[config.mk]
export PLATFORM = sky130hd
export DESIGN_NAME = router_sync_ctrl
export DESIGN_NICKNAME = d
export VERILOG_FILES = /design/src/rtl/router_pkg.sv /design/src/rtl/router_timeout_cnt.sv /design/src/rtl/router_sync_ctrl.sv
export SDC_FILE = /design/constraint.sdc
export NUM_CORES = 1
export LEC_CHECK = 0
export BUFFER_PORTS_ARGS = -buffer_cell sky130_fd_sc_hd__buf_2
export CAP_MARGIN = 30
export CORE_MARGIN = 1.5
export CORE_UTILIZATION = 35
export CTS_CLUSTER_SIZE = 20
export DETAILED_ROUTE_END_ITERATION = 8
export PLACE_DENSITY = 0.63
export SYNTH_ARGS = -nofsm -noshare
export SYNTH_HDL_FRONTEND = slang
export SYNTH_SLANG_ARGS = --single-unit
[constraint.sdc]
create_clock -name clk -period 1.43 [get_ports clk]
set_clock_uncertainty 0.15 [all_clocks]
set_input_delay 0.2145 -clock clk [delete_from_list [all_inputs] [get_ports clk]]
set_output_delay 0.2145 -clock clk [all_outputs]
set_load 0.02 [all_outputs]
[src/rtl/router_pkg.sv]
// Shared address encodings and helpers for the router write-side controller.
package router_pkg;
    localparam logic [1:0] ADDR_P0   = 2'b00;
    localparam logic [1:0] ADDR_P1   = 2'b01;
    localparam logic [1:0] ADDR_P2   = 2'b10;
    localparam logic [1:0] ADDR_NONE = 2'b11;
    localparam int         NUM_PORTS = 3;

    // ADDR_NONE maps to no enable, so unroutable packets are dropped.
    function automatic logic [2:0] onehot3(input logic [1:0] addr);
        logic [2:0] oh;
        case (addr)
            ADDR_P0: oh = 3'b001;
            ADDR_P1: oh = 3'b010;
            ADDR_P2: oh = 3'b100;
            default: oh = 3'b000;
        endcase
        return oh;
    endfunction
endpackage

[src/rtl/router_timeout_cnt.sv]
// Per-port watchdog: fires a one-cycle soft reset after TIMEOUT consecutive
// cycles of data sitting unread.
module router_timeout_cnt #(
    parameter int TIMEOUT = 30,
    parameter int CNT_W   = 5
) (
    input  logic clk,
    input  logic rst,
    input  logic vld,
    input  logic rd,
    output logic soft_reset
);
    localparam logic [CNT_W-1:0] CNT_MAX = CNT_W'(TIMEOUT - 1);

    logic [CNT_W-1:0] cnt_q, cnt_d;
    logic             soft_reset_q, soft_reset_d;

    // The pulse cycle itself does not count, so a still-full FIFO restarts
    // its count the cycle after the pulse.
    always_comb begin
        cnt_d        = '0;
        soft_reset_d = 1'b0;
        if (!soft_reset_q && vld && !rd) begin
            if (cnt_q == CNT_MAX) begin
                soft_reset_d = 1'b1;
            end else begin
                cnt_d = cnt_q + 1'b1;
            end
        end
    end

    always_ff @(posedge clk or posedge rst) begin
        if (rst) begin
            cnt_q        <= '0;
            soft_reset_q <= 1'b0;
        end else begin
            cnt_q        <= cnt_d;
            soft_reset_q <= soft_reset_d;
        end
    end

    assign soft_reset = soft_reset_q;
endmodule

[src/rtl/router_sync_ctrl.sv]
// Router write steering, full mux, port valids and read watchdogs.
// Optional ROUTER_TIMEOUT_STATUS_EN adds sticky per-port timeout flags.
module router_sync_ctrl
    import router_pkg::*;
#(
    parameter int TIMEOUT = 30,
    parameter int CNT_W   = 5
) (
    input  logic       clk,
    input  logic       rst,
`ifdef ROUTER_TIMEOUT_STATUS_EN
    input  logic       timeout_clr,
    output logic [2:0] timeout_sticky,
`endif
    input  logic       detect_add,
    input  logic       pkt_valid,
    input  logic [1:0] din,
    input  logic       write_enb_reg,
    input  logic       full_0,
    input  logic       full_1,
    input  logic       full_2,
    input  logic       empty_0,
    input  logic       empty_1,
    input  logic       empty_2,
    input  logic       read_enb_0,
    input  logic       read_enb_1,
    input  logic       read_enb_2,
    output logic [2:0] write_enb,
    output logic       fifo_full,
    output logic       vld_out_0,
    output logic       vld_out_1,
    output logic       vld_out_2,
    output logic       soft_reset_0,
    output logic       soft_reset_1,
    output logic       soft_reset_2
);
    logic [1:0] addr_q, addr_d;
    logic [NUM_PORTS-1:0] vld_vec, rd_vec, soft_vec;

    always_comb begin
        addr_d = addr_q;
        if (detect_add && pkt_valid) begin
            addr_d = din;
        end
    end

    always_ff @(posedge clk or posedge rst) begin
        if (rst) begin
            addr_q <= ADDR_NONE;
        end else begin
            addr_q <= addr_d;
        end
    end

    // Steering uses the registered address, so a header's own cycle still
    // writes to the previous destination.
    assign write_enb = write_enb_reg ? onehot3(addr_q) : 3'b000;

    always_comb begin
        fifo_full = 1'b0;
        case (addr_q)
            ADDR_P0: fifo_full = full_0;
            ADDR_P1: fifo_full = full_1;
            ADDR_P2: fifo_full = full_2;
            default: fifo_full = 1'b0;
        endcase
    end

    assign vld_vec = {~empty_2, ~empty_1, ~empty_0};
    assign rd_vec  = {read_enb_2, read_enb_1, read_enb_0};

    generate
        for (genvar gi = 0; gi < NUM_PORTS; gi++) begin : g_wdog
            router_timeout_cnt #(
                .TIMEOUT (TIMEOUT),
                .CNT_W   (CNT_W)
            ) u_cnt (
                .clk        (clk),
                .rst        (rst),
                .vld        (vld_vec[gi]),
                .rd         (rd_vec[gi]),
                .soft_reset (soft_vec[gi])
            );
        end
    endgenerate

    assign vld_out_0    = vld_vec[0];
    assign vld_out_1    = vld_vec[1];
    assign vld_out_2    = vld_vec[2];
    assign soft_reset_0 = soft_vec[0];
    assign soft_reset_1 = soft_vec[1];
    assign soft_reset_2 = soft_vec[2];

`ifdef ROUTER_TIMEOUT_STATUS_EN
    logic [2:0] sticky_q, sticky_d;

    // A live pulse always wins over a clear, and is visible in the same cycle.
    always_comb begin
        sticky_d = soft_vec | (sticky_q & ~{3{timeout_clr}});
    end

    always_ff @(posedge clk or posedge rst) begin
        if (rst) begin
            sticky_q <= 3'b000;
        end else begin
            sticky_q <= sticky_d;
        end
    end

    assign timeout_sticky = sticky_q | soft_vec;
`endif
endmodule

==> reports/results.md <==
| Metric | Value | Unit |
|---|---|---|
| Status | complete, but fails checks | - |
| Violations in the final reports | setup timing | - |
| Detailed-route wire length per cell | 10.5 | um |
| Number of buffers on the longest clock path | 2 | - |
| Post-detailed-placement half-perimeter wirelength | 1120 | um |
| Highest net fanout along the worst path | 6 | - |
| Worst vdd rail ir drop | 483 | uV |
| Clock tree from TritonCTS | yes | - |
| Worst Path Arrival | 1280 | ps |
| Violation count after the first detailed-route iteration | 4 | - |
| Top post-synthesis cells by area | dfrtp_1 49%, ha_1 8.2%, nor2_1 6.2%, dfstp_2 5.8%, xor2_1 5.8% | - |
| Path type of the worst setup path | reg -> out | - |
| Number of standard cells after synthesis | 84 | - |
| Number of standard-cell rows in the floorplan | 18 | - |
| Vias per Instance | 4.63 | - |
| Level count of the clock H-tree | 1 | - |
| Setup repair after global routing missed its margin | true | - |
| Sum of overflow across all layers after global routing | 0 | - |
| Setup-violating endpoint count in the final report | 4 | - |
| Worst Max-Slew Pin Slew | 305 | ps |
| Placer Congestion | 0.763 | - |
| CP endpoint kind | primary output | - |
| Total Die Area | 2920 | sq um |
| Synth Area per Inst | 10.9 | sq um |
| Clock-pin slew reported for the worst setup and hold paths after clock tree synthesis | 110 | ps |
| Final number of hold-violating endpoints | 0 | - |
| Die Span Y | 54.1 | um |
| Post-synthesis cell type with the largest combined area | dfrtp_1 | - |
| Timing-limited maximum frequency | 0.607 | GHz |
| Final critical path time including I/O delays and setup | 1650 | ps |
| Number of flip-flops and latches in the synthesized netlist | 20 | - |
| Smallest setup slack after layout | -219 | ps |
| Antenna violations before repair | 0 | - |
| Post-DRT Antenna Nets | 0 | - |
| Combined area of all synthesized cells | 912 | sq um |
| Critical path cell sequence | mux2i_1 > o21ai_1 > buf_2 | - |
| Pin count of the biggest net entering global routing | 15 | - |
| Fraction of post-synthesis cell area in the top cell type by area | 0.494 | - |
| Number of slew-limit violations in the final report | 0 | - |
| Share of synthesized area occupied by flip-flops and latches | 0.551 | - |
| Library cells used by synthesis | 19 | - |
| Yosys synthesis warning count | 0 | - |
| Area of the core | 2480 | sq um |
| Post-layout net count | 148 | - |
| Clk_lat worst skew | 290 | ps |
| Clock Tree Root | clkbuf_4 | - |
| Normalized max-slew margin | 0.796 | - |
| Number of antenna diodes | 0 | - |
| Crit path required time | 1070 | ps |
| Overall track demand over capacity in global routing | 0.122 | - |
| Worst hold slack across all endpoints | 128 | ps |
| Port Buf Inserts | 25 | - |
| Type of the most critical hold path | in -> reg | - |
| Highest cell delay on the worst timing path | 580 | ps |
| DRC errors left | 0 | - |
| Die X-Extent | 54.1 | um |
| Routed via count | 717 | - |
| First-pass GRT wire length | 2500 | um |
| Number of buffers inserted during clock tree synthesis | 3 | - |
| Starting density of the core | 0.368 | - |
| Total nets after synthesis | 106 | - |
| Share of post-route cells with drive strength above 1 | 0.296 | - |
| Layout overhead on the synthesized area | 37.0 | % |
| Number of global-route vias before repair | 639 | - |
| Cell type of the slowest stage on the worst timing path | dfstp_2 | - |
| Final Power | 1.05 | mW |
| Length of the first detailed-routing pass in iterations | 2 | - |
| Leakage power of the design | 0.624 | nW |
| PwrDens | 843 | nW/um^2 |
| Startpoint types | flip-flop | - |
| Number of ports placed on the die boundary | 26 | - |
| Portion of the clock cycle consumed by the worst path in the final layout | 1.15 | - |
| Drt total wl | 1620 | um |
| CTS sink cnt | 20 | - |
| Max-Cap Viols | 0 | - |
critical path, delay by kind of cell, from the launching register on:
family,cells,cell delay (ps)
buffers and inverters,1,160
AOI/OAI and AO/OA,1,70
muxes,1,180
DFF,1,580
metrics by stage:
step / instances / setup WS [ps] / instance area, sq um / util / setup TNS [ps]
finish: 155 / -219 / 1250 / 0.505 / -682
global route: 155 / -291 / 1250 / 0.505 / -921
CTS: 154 / -234 / 1240 / 0.499 / -643
detailed placement: 140 / 102 / 1090 / 0.442 / 0
global placement: 140 / 131 / 1090 / 0.442 / 0
floorplan: 84 / 127 / 912 / - / 0
report_power, final:
| group | internal (mW) | switching, mW |
|---|---|---|
| Combinational | 0.0959 | 0.0810 |
| Sequential | 0.588 | 0.0190 |
| Clock | 0.109 | 0.161 |
| Total | 0.793 | 0.261 |
cell usage in the layout, fill, tap and decap left out, drive strengths merged, types with 2 or more instances in the layout:
cell,count
clkbuf,4
mux2,2
and3b,2
inv,7
nand3,6
nor3,3
nand2,4
nor2,15
dfrtp,18
dlygate4sd3,9
nor4,3
nand4,3
dfstp,2
buf,28
ha,6
xor2,6
xnor2,3
cells by family after synthesis:
logic type,count (synthesis),synth area share
xor gates and xnor gates,9,0.0864
adders and majority gates,6,0.0823
muxes,3,0.0357
and+or+nand+nor,38,0.210
AOI/OAI and AO/OA,1,0.00548
buffers and inverters,7,0.0288
DFF,20,0.551
state kept, by name, indices dropped and copies added (netlist names):
signal	count
addr_q	2
g_wdog.u_cnt.cnt_q	15
g_wdog.u_cnt.soft_reset	3
synthesized netlist by cell type, drive strengths merged:
cell	count
nand2	4
xnor2	3
inv	7
nand4	3
nand3	6
nor3	3
dfstp	2
dfrtp	18
xor2	6
and3b	2
mux2	2
o21ai	1
nor2	15
ha	6
nor4	3
mux2i	1
nor3b	1
nand3b	1
area by class of cell:
class | instances | area, sq um
clock buffers | 4 | 26.3
flip-flops and latches | 20 | 503
repair buffers | 37 | 269
well taps | 30 | 37.5
fillers | 236 | 1230
inverters | 7 | 26.3
multi-input cells | 57 | 388
path summary, 6_finish.rpt:
path / startpoint / end / slack, ps / depth (start not counted)
setup reg to reg: g_wdog[2].u_cnt.cnt_q[0] / g_wdog[2].u_cnt.cnt_q[2] / 190 / 4
min in group asynchronous: rst / g_wdog[1].u_cnt.cnt_q[2] / 240 / 3
hold reg to reg: g_wdog[2].u_cnt.soft_reset / g_wdog[2].u_cnt.soft_reset / 320 / 1
max in group asynchronous: rst / addr_q[0] / 430 / 4
hold / removal: pkt_valid / addr_q[0] / 130 / 3
setup / recovery: addr_q[1] / fifo_full / -220 / 3
what timing repair did:
item                                    CTS  global route
endpoints found under the setup margin    4             4
gates resized for setup                   5             2
endpoints found under the hold margin    23             0
hold buffers                              9             0
setup buffers                             1             1
routing by layer:
metal / track usage / share of wire / vias to the layer above
li1: - / - / 366
met1: 0.131 / 0.45 / 328
met2: 0.217 / 0.48 / 19
met3: 0.0250 / 0.047 / 4
met4: 0.0750 / 0.015 / 0
met5: 0 / 0 / -
(Power assumes the default switching activity.)
